**src/rtl/bram_tile_access_gen_if.sv**
```systemverilog
// Control and BRAM-port bundle for bram_tile_access_gen.
// master drives the control inputs, slave is the generator.
interface bram_tile_access_gen_if #(
  parameter int ADDR_WIDTH = 11,
  parameter int BEAT_W     = 5
);
  logic                  start;
  logic                  mode;
  logic [BEAT_W-1:0]     beats;
  logic                  reset_tile_ptr;
  logic                  stall;
  logic [ADDR_WIDTH-1:0] bram_addr;
  logic                  bram_en;
  logic                  bram_we;
  logic                  rd_valid;
  logic                  rd_last;
  logic                  busy;
  logic                  done;
  logic                  err_start;
  logic                  ovf;

  modport master (
    output start, mode, beats, reset_tile_ptr, stall,
    input  bram_addr, bram_en, bram_we, rd_valid, rd_last,
    input  busy, done, err_start, ovf
  );

  modport slave (
    input  start, mode, beats, reset_tile_ptr, stall,
    output bram_addr, bram_en, bram_we, rd_valid, rd_last,
    output busy, done, err_start, ovf
  );
endinterface

```
**src/rtl/bram_tile_access_gen.sv**
```systemverilog
// Tile read/write address generator for one BRAM port.
// TILE_PTR_WRAP_EN: wrap tile pointer at limit, ovf pulses.
module bram_tile_access_gen #(
  parameter int ADDR_WIDTH   = 11,
  parameter int MAX_BEATS    = 16,
  parameter int BEAT_W       = $clog2(MAX_BEATS+1),
  parameter int TILE_W       = 9,
  parameter int NUM_TILES    = 64,
  parameter int READ_LATENCY = 1
) (
  input logic                   clk,
  input logic                   rst_n,
  bram_tile_access_gen_if.slave bus
);
  localparam int SH = $clog2(MAX_BEATS);
  localparam int WW = ADDR_WIDTH + TILE_W;
  localparam int RL = READ_LATENCY;
  localparam logic [TILE_W-1:0] PTR_MAX = TILE_W'(NUM_TILES-1);
  localparam logic [BEAT_W-1:0] BMAX = BEAT_W'(MAX_BEATS);

  typedef enum logic [1:0] {IDLE, ACCESS, DRAIN, DONE} state_t;

  state_t              state_q, state_d;
  logic                mode_q, mode_d;
  logic [BEAT_W-1:0]   beats_q, beats_d;
  logic [BEAT_W-1:0]   off_q, off_d;
  logic [TILE_W-1:0]   base_q, base_d;
  logic [TILE_W-1:0]   ptr_q, ptr_d;
  logic                ovf_q, ovf_d;
  logic                err_q, err_d;
  logic [RL-1:0]       rdv_q, rdv_d;
  logic [RL-1:0]       rdl_q, rdl_d;
  logic                issue, last_beat, beats_ok;
  logic                rd_v, rd_l;
  logic [WW-1:0]       addr_w;

  assign beats_ok  = (bus.beats != '0) && (bus.beats <= BMAX);
  assign last_beat = (off_q == beats_q - BEAT_W'(1));
  assign issue     = (state_q == ACCESS) && !bus.stall;
  assign rd_v      = rdv_q[RL-1];
  assign rd_l      = rdl_q[RL-1];

  // Idle shows the next tile base; otherwise the in-flight beat address.
  always_comb begin
    if (state_q == IDLE)
      addr_w = WW'(ptr_q) << SH;
    else
      addr_w = (WW'(base_q) << SH) + WW'(off_q);
  end

  // Next state, tile pointer, error pulse and read-tag pipeline.
  always_comb begin
    state_d = state_q;
    mode_d  = mode_q;
    beats_d = beats_q;
    off_d   = off_q;
    base_d  = base_q;
    ptr_d   = ptr_q;
`ifdef TILE_PTR_WRAP_EN
    ovf_d   = 1'b0;
`else
    ovf_d   = ovf_q;
`endif
    err_d   = 1'b0;
    rdv_d   = (rdv_q << 1) | RL'(issue & ~mode_q);
    rdl_d   = (rdl_q << 1) | RL'(issue & ~mode_q & last_beat);
    unique case (state_q)
      IDLE: begin
        if (bus.start) begin
          if (beats_ok) begin
            mode_d  = bus.mode;
            beats_d = bus.beats;
            base_d  = ptr_q;
            off_d   = '0;
            state_d = ACCESS;
          end else begin
            err_d = 1'b1;
          end
        end
      end
      ACCESS: begin
        err_d = bus.start;
        if (issue) begin
          off_d = off_q + BEAT_W'(1);
          if (last_beat)
            state_d = mode_q ? DONE : DRAIN;
        end
      end
      DRAIN: begin
        err_d = bus.start;
        if (rd_v && rd_l)
          state_d = DONE;
      end
      DONE: begin
        err_d   = bus.start;
        state_d = IDLE;
        if (ptr_q == PTR_MAX) begin
`ifdef TILE_PTR_WRAP_EN
          ptr_d = '0;
`endif
          ovf_d = 1'b1;
        end else begin
          ptr_d = ptr_q + TILE_W'(1);
        end
      end
    endcase
    if (bus.reset_tile_ptr) begin
      ptr_d = '0;
      ovf_d = 1'b0;
    end
  end

  // State and datapath registers.
  always_ff @(posedge clk or negedge rst_n) begin
    if (!rst_n) begin
      state_q <= IDLE;
      mode_q  <= 1'b0;
      beats_q <= '0;
      off_q   <= '0;
      base_q  <= '0;
      ptr_q   <= '0;
      ovf_q   <= 1'b0;
      err_q   <= 1'b0;
      rdv_q   <= '0;
      rdl_q   <= '0;
    end else begin
      state_q <= state_d;
      mode_q  <= mode_d;
      beats_q <= beats_d;
      off_q   <= off_d;
      base_q  <= base_d;
      ptr_q   <= ptr_d;
      ovf_q   <= ovf_d;
      err_q   <= err_d;
      rdv_q   <= rdv_d;
      rdl_q   <= rdl_d;
    end
  end

  assign bus.bram_addr = ADDR_WIDTH'(addr_w);
  assign bus.bram_en   = issue;
  assign bus.bram_we   = issue & mode_q;
  assign bus.rd_valid  = rd_v;
  assign bus.rd_last   = rd_l;
  assign bus.busy      = (state_q != IDLE);
  assign bus.done      = (state_q == DONE);
  assign bus.err_start = err_q;
  assign bus.ovf       = ovf_q;
endmodule
```
**src/flat_wrapper.sv**
```systemverilog
// flat-port wrapper written by rule: the top's interface ports become plain ports
module bram_tile_access_gen_flat 
#(
  parameter int ADDR_WIDTH   = 11,
  parameter int MAX_BEATS    = 16,
  parameter int BEAT_W       = $clog2(MAX_BEATS+1),
  parameter int TILE_W       = 9,
  parameter int NUM_TILES    = 64,
  parameter int READ_LATENCY = 1
)
  (clk, rst_n, bus_start, bus_mode, bus_beats, bus_reset_tile_ptr, bus_stall, bus_bram_addr, bus_bram_en, bus_bram_we, bus_rd_valid, bus_rd_last, bus_busy, bus_done, bus_err_start, bus_ovf);
  bram_tile_access_gen_if #(.ADDR_WIDTH(ADDR_WIDTH), .BEAT_W(BEAT_W)) bus_i ();
  input logic clk;
  input logic rst_n;
  input wire logic [$bits(bus_i.start)-1:0] bus_start;
  input wire logic [$bits(bus_i.mode)-1:0] bus_mode;
  input wire logic [$bits(bus_i.beats)-1:0] bus_beats;
  input wire logic [$bits(bus_i.reset_tile_ptr)-1:0] bus_reset_tile_ptr;
  input wire logic [$bits(bus_i.stall)-1:0] bus_stall;
  output wire logic [$bits(bus_i.bram_addr)-1:0] bus_bram_addr;
  output wire logic [$bits(bus_i.bram_en)-1:0] bus_bram_en;
  output wire logic [$bits(bus_i.bram_we)-1:0] bus_bram_we;
  output wire logic [$bits(bus_i.rd_valid)-1:0] bus_rd_valid;
  output wire logic [$bits(bus_i.rd_last)-1:0] bus_rd_last;
  output wire logic [$bits(bus_i.busy)-1:0] bus_busy;
  output wire logic [$bits(bus_i.done)-1:0] bus_done;
  output wire logic [$bits(bus_i.err_start)-1:0] bus_err_start;
  output wire logic [$bits(bus_i.ovf)-1:0] bus_ovf;
  assign bus_i.start = bus_start;
  assign bus_i.mode = bus_mode;
  assign bus_i.beats = bus_beats;
  assign bus_i.reset_tile_ptr = bus_reset_tile_ptr;
  assign bus_i.stall = bus_stall;
  assign bus_bram_addr = bus_i.bram_addr;
  assign bus_bram_en = bus_i.bram_en;
  assign bus_bram_we = bus_i.bram_we;
  assign bus_rd_valid = bus_i.rd_valid;
  assign bus_rd_last = bus_i.rd_last;
  assign bus_busy = bus_i.busy;
  assign bus_done = bus_i.done;
  assign bus_err_start = bus_i.err_start;
  assign bus_ovf = bus_i.ovf;
  bram_tile_access_gen #(.ADDR_WIDTH(ADDR_WIDTH), .MAX_BEATS(MAX_BEATS), .BEAT_W(BEAT_W), .TILE_W(TILE_W), .NUM_TILES(NUM_TILES), .READ_LATENCY(READ_LATENCY)) u_core (.clk(clk), .rst_n(rst_n), .bus(bus_i));
endmodule
```
**config.mk**
```make
export PLATFORM = sky130hd
export DESIGN_NAME = bram_tile_access_gen_flat
export DESIGN_NICKNAME = d
export VERILOG_FILES = /design/src/rtl/bram_tile_access_gen_if.sv /design/src/rtl/bram_tile_access_gen.sv /design/src/flat_wrapper.sv
export SDC_FILE = /design/constraint.sdc
export NUM_CORES = 1
export LEC_CHECK = 0
export BUFFER_PORTS_ARGS = -buffer_cell sky130_fd_sc_hd__buf_2
export CORE_MARGIN = 2
export CORE_UTILIZATION = 36
export CTS_BUF_LIST = sky130_fd_sc_hd__clkbuf_4 sky130_fd_sc_hd__clkbuf_8 sky130_fd_sc_hd__clkbuf_16
export CTS_CLUSTER_SIZE = 28
export DETAILED_ROUTE_END_ITERATION = 8
export PLACE_DENSITY_LB_ADDON = 0.15
export SYNTH_ARGS = -nofsm -noshare
export SYNTH_HDL_FRONTEND = slang
export SYNTH_SLANG_ARGS = --single-unit
export TNS_END_PERCENT = 20
```
**constraint.sdc**
```tcl
create_clock -name clk -period 4.59 [get_ports clk]
set_clock_uncertainty 0.15 [all_clocks]
set_input_delay 0.6885 -clock clk [delete_from_list [all_inputs] [get_ports clk]]
set_output_delay 0.6885 -clock clk [all_outputs]
set_load 0.05 [all_outputs]
```
-- Yosys cells after proc, flatten, opt, wreduce, memory -nomap -nowiden
Cells that the tools add are included.
Widths: inputs -> output; s select.
- register bits: 33
- bits in latches: 0
- memory bits (writable): 0
- ROM bits: 0
- input port bits: 11
- output and inout port bits: 19
- word-level logic and storage cells: 67
- memories kept: 0
- $add $sub $neg: 4
- $mul: 0
- div/mod/pow operators: 0
- order comparisons: 1
- eq/ne operators: 11
- shift-type cells: 0
- mux-type cells: 21
- bitwise operators: 4
- reduce and logical (&&, ||, !) cells: 16
- operator list (kind ; number):
    $mux 9 ; 3
    $mux 5 ; 3
    $add 11x5->11 ; 1
    $mux 11 ; 1
    $mux 2 ; 5
    $pmux 5 s2 ; 1
    $add 9x1->9 const B ; 1
    $eq 9x6->1 const B ; 1
    $ne 2x1->1 const B ; 4
    $pmux 2 s4 ; 1
    $reduce_bool 2->1 ; 4
    $mux 1 ; 6
    $add 5x1->5 const B ; 1
    $eq 5x5->1 ; 1
    $le 5x5->1 const B ; 1
    $reduce_and 5->1 ; 1
    $reduce_bool 5->1 ; 1
    $sub 5x1->5 const B ; 1
    $eq 2x2->1 const B ; 2
    $ne 2x2->1 const B ; 2
    $reduce_and 2->1 ; 2
    $reduce_and 4->1 ; 1
    $and 1x1->1 ; 3
    $logic_and 1x1->1 ; 3
    other kinds (7) ; 7

-- Depth between registers and ports, before layout
- depth after elaboration: 5
- mapped depth: 7
- mapped depth without buffers: 7

-- Least setup slack after synthesis
No wires, ideal clock.
- path kind: register to output
- start: register u_core.state_q[0]
- end: output bus_bram_addr[6]
- arrival time: 2.245 ns
- required time: 3.752 ns
- setup slack: 1.507 ns
- stages on the path, launching flop included: 6
- path buffers: 2
- cell sequence: dfrtp_1 > inv_1 > ha_1 > clkbuf_1 > clkbuf_1 > o21ai_0
- cells in the longest elaborated chain, start to end: 2
- ends and longest elaborated chain (element ; RTL line ; source):
    start: declaration ; bram_tile_access_gen.sv:23 ; state_t state_q, state_d;
    start signal: assignment ; bram_tile_access_gen.sv:127 ; state_q <= state_d;
    $logic_not 2->1 ; bram_tile_access_gen.sv:45 ; if (state_q == IDLE)
    $mux 11 ; bram_tile_access_gen.sv:45 ;
    end: declaration ; flat_wrapper.sv:20 ; output wire logic [$bits(bus_i.bram_addr)-1:0] bus_bram_addr;
Every way passes these cells.

-- Final worst setup path
- start: register u_core.state_q[0]
- end: output bus_bram_addr[4]
Same word-level chain as after synthesis.

==> flow_summary.yaml <==
clock_network:
  clkTransAtPathRegs_ps: 70
  insertion_delay_ps: 280
  cts_buffer_depth: 2
  hold_buffers: 0
  cts_buffers: 5
  ctsHtreeMaxLevel: 2
  cts_tree: "done"
  cts_setup_buffers: 0
  cts_resized: 0
  clock-root-buffer: "clkbuf_8"
  cts.sinks: 33
route:
  antenna_left: 0
  first_iter_violations: 66
  wl_per_cell_um: 13.6
  drcViolationCount: 0
  first_pass_iters: 4
  drt_wl_total_um: 3880
  detail_route.vias_per_cell: 4.86
  vias: 1386
setup_path:
  r2r_start: "u_core.state_q[0]"
  reg2reg_to: "u_core.state_q[1]"
  cp.arrival_ps: 2170
  cp-start-kind: "flop"
  r2r_cells: 7
  worstSetupPathType: "flop to output port"
  crit_required_ps: 3750
  worstPathMaxFanout: 23
  end_kind: "output port"
  ff2ff_setup_slack_ps: 1900
timing:
  tightest_slew_ps: 765
  whs_ps: 315
  hold_violations: 0
  slew-limit-headroom_pct: 49.0
  drv_slew: 0
  setup_tns_ps: 0
  rsz0062_at_grt: "false"
  fmax_mhz: 332
  setup_viol: 0
  min_period_over_period_pct: 65.5
  fin_crit_ps: 3010
synthesis:
  yosysMostFrequentCell: "dfrtp_1"
  synth_top_area_share_pct: 43.3
  synth_fp_nets: 206
  netlist_top_cells_count: "dfrtp_1 (33), nand2_1 (16), nor2_1 (15)"
  syn-cell-area_um2: 1910
  synthFlopType: "dfrtp_1"
  synthArstFlopShare_pct: 100
  yosysSeqAreaShare_pct: 43.3
  yosysTopAreaCell: "dfrtp_1"
  synth_enable_flop_cells: 0
  synth_cell_types: 34
  netlist_instances: 185
  synth_area_leaders: "dfrtp_1 (43%), ha_1 (6.6%), xor2_1 (6.0%)"
  syn_area_per_cell_um2: 10.3
  ys_seq_elements: 33
  yosysWarnings: 0
power:
  powerDensity_nw_per_um2: 579
  p_leak_nw: 1.07
  vdd_ir_drop_max_uv: 361
  power_mw: 1.28
cells_and_area:
  area_delta_synth_final_pct: 15.9
  regArea_um2: 826
  fillerInstances: 510
  antennaDiodeCount: 0
  drive_gt1_share_pct: 24.7
  fin_nets: 235
  multi_input_area_um2: 1000
die:
  die_y_um: 76.8
  row_count: 26
  die_w_um: 76.8
  fp.coreArea_um2: 5110
  pin_count: 30
  start_util_pct: 37.4
  die_area_um2: 5900
global_routing:
  grt_usage_pct: 14.5
  antenna_found_initial: 0
  grt_max_degree: 34
  overflow: 0
  grt_pass1_vias: 1359
  grt_pass1_wl_um: 6700
placed_design:
  dp_hpwl_um: 2800
  numPortBuffers: 29
  gp_congestion: 0.765
outcome:
  status: "complete, no violations"
worst_hold_path:
  hold_path_class: "input pin to async pin"
flow_run:
  cap_violations: 0
## worst max-delay path, stage by stage (launching register included)
cell     delay, ps
dfrtp_1        430
inv_1          140
ha_1           670
mux2_2         430
buf_2          210
## cell usage in the layout, fill, tap and decap left out, types with 2 or more instances in the layout
| cell type | synthesis | routed |
|---|---|---|
| xor2_1 | 13 | 13 |
| inv_1 | 8 | 8 |
| a21boi_0 | 2 | 2 |
| and3_1 | 5 | 5 |
| ha_1 | 10 | 10 |
| o31ai_1 | 2 | 2 |
| nand3_1 | 7 | 7 |
| clkbuf_8 | 0 | 6 |
| mux2_2 | 8 | 8 |
| o21ai_0 | 14 | 14 |
| mux2_4 | 6 | 6 |
| buf_2 | 0 | 29 |
| nand2b_1 | 2 | 2 |
| a211oi_1 | 4 | 4 |
| xnor2_1 | 8 | 8 |
| and2_1 | 3 | 3 |
| nand4_1 | 4 | 4 |
| nor2_1 | 15 | 15 |
| nand2_1 | 16 | 16 |
| nor3_1 | 4 | 4 |
| dfrtp_1 | 33 | 33 |
| nor2b_1 | 4 | 4 |
## cells by family (layout without fill, tap and decap cells)
group | count (synthesis) | in the layout | synth area share, %
muxes | 15 | 15 | 9.97
adders and majority gates | 10 | 10 | 6.56
DFF | 33 | 33 | 43.3
and+or+nand+nor | 63 | 63 | 16.5
AOI/OAI and AO/OA | 28 | 28 | 9.84
buffers and inverters | 15 | 45 | 4.20
xor gates and xnor gates | 21 | 21 | 9.64
## layer usage
metal	up-vias	GRT usage [%]	wire length [µm]
met2	29	20.0	1570
met4	0	6.00	46
met3	4	3.76	173
met1	653	21.4	2090
li1	700	-	-
met5	-	0	0
## sequential cells by signal, summed over array words and instances (netlist names)
| signal | flops |
|---|---|
| u_core.bus.rd_valid | 1 |
| u_core.base_q | 7 |
| u_core.mode_q | 1 |
| u_core.bus.ovf | 1 |
| u_core.beats_q | 5 |
| u_core.state_q | 2 |
| u_core.ptr_q | 9 |
| u_core.off_q | 5 |
| u_core.bus.err_start | 1 |
| u_core.bus.rd_last | 1 |
## how the worst max path moves through the flow
stage,startpoint,cells past startpoint,endpoint
3_5_place_dp,bus_beats[1],5,u_core.base_q[5]
4_1_cts,u_core.state_q[0],4,bus_bram_addr[4]
2_1_floorplan,u_core.state_q[0],5,bus_bram_addr[6]
3_3_place_gp,bus_beats[1],5,u_core.base_q[1]
6_report,u_core.state_q[0],4,bus_bram_addr[4]
5_1_grt,u_core.state_q[0],4,bus_bram_addr[4]
## through the flow
| step | worst slack, ps | util, % | cells | area [µm²] |
|---|---|---|---|---|
| after global routing | 1450 | 43.3 | 285 | 2210 |
| after floorplan | 1510 | - | 185 | 1910 |
| after CTS | 1570 | 43.3 | 285 | 2210 |
| final | 1580 | 43.3 | 285 | 2210 |
| after detailed placement | 1800 | 40.9 | 277 | 2090 |
| after global placement | 1840 | 40.9 | 277 | 2090 |
## layout make-up
class,count,area share [%]
multi-input cells,137,45.3
flip-flops and latches,33,37.4
repair buffers,29,6.56
clock buffers,7,4.07
well taps,70,3.96
clock inverters,1,1.36
inverters,8,1.36
## power breakdown
part           switching (mW)  internal [mW]  leakage (nW)
Clock                   0.107          0.183        0.0619
Sequential             0.0705          0.354         0.441
Combinational           0.351          0.214         0.564
(Power assumes the default switching activity.)
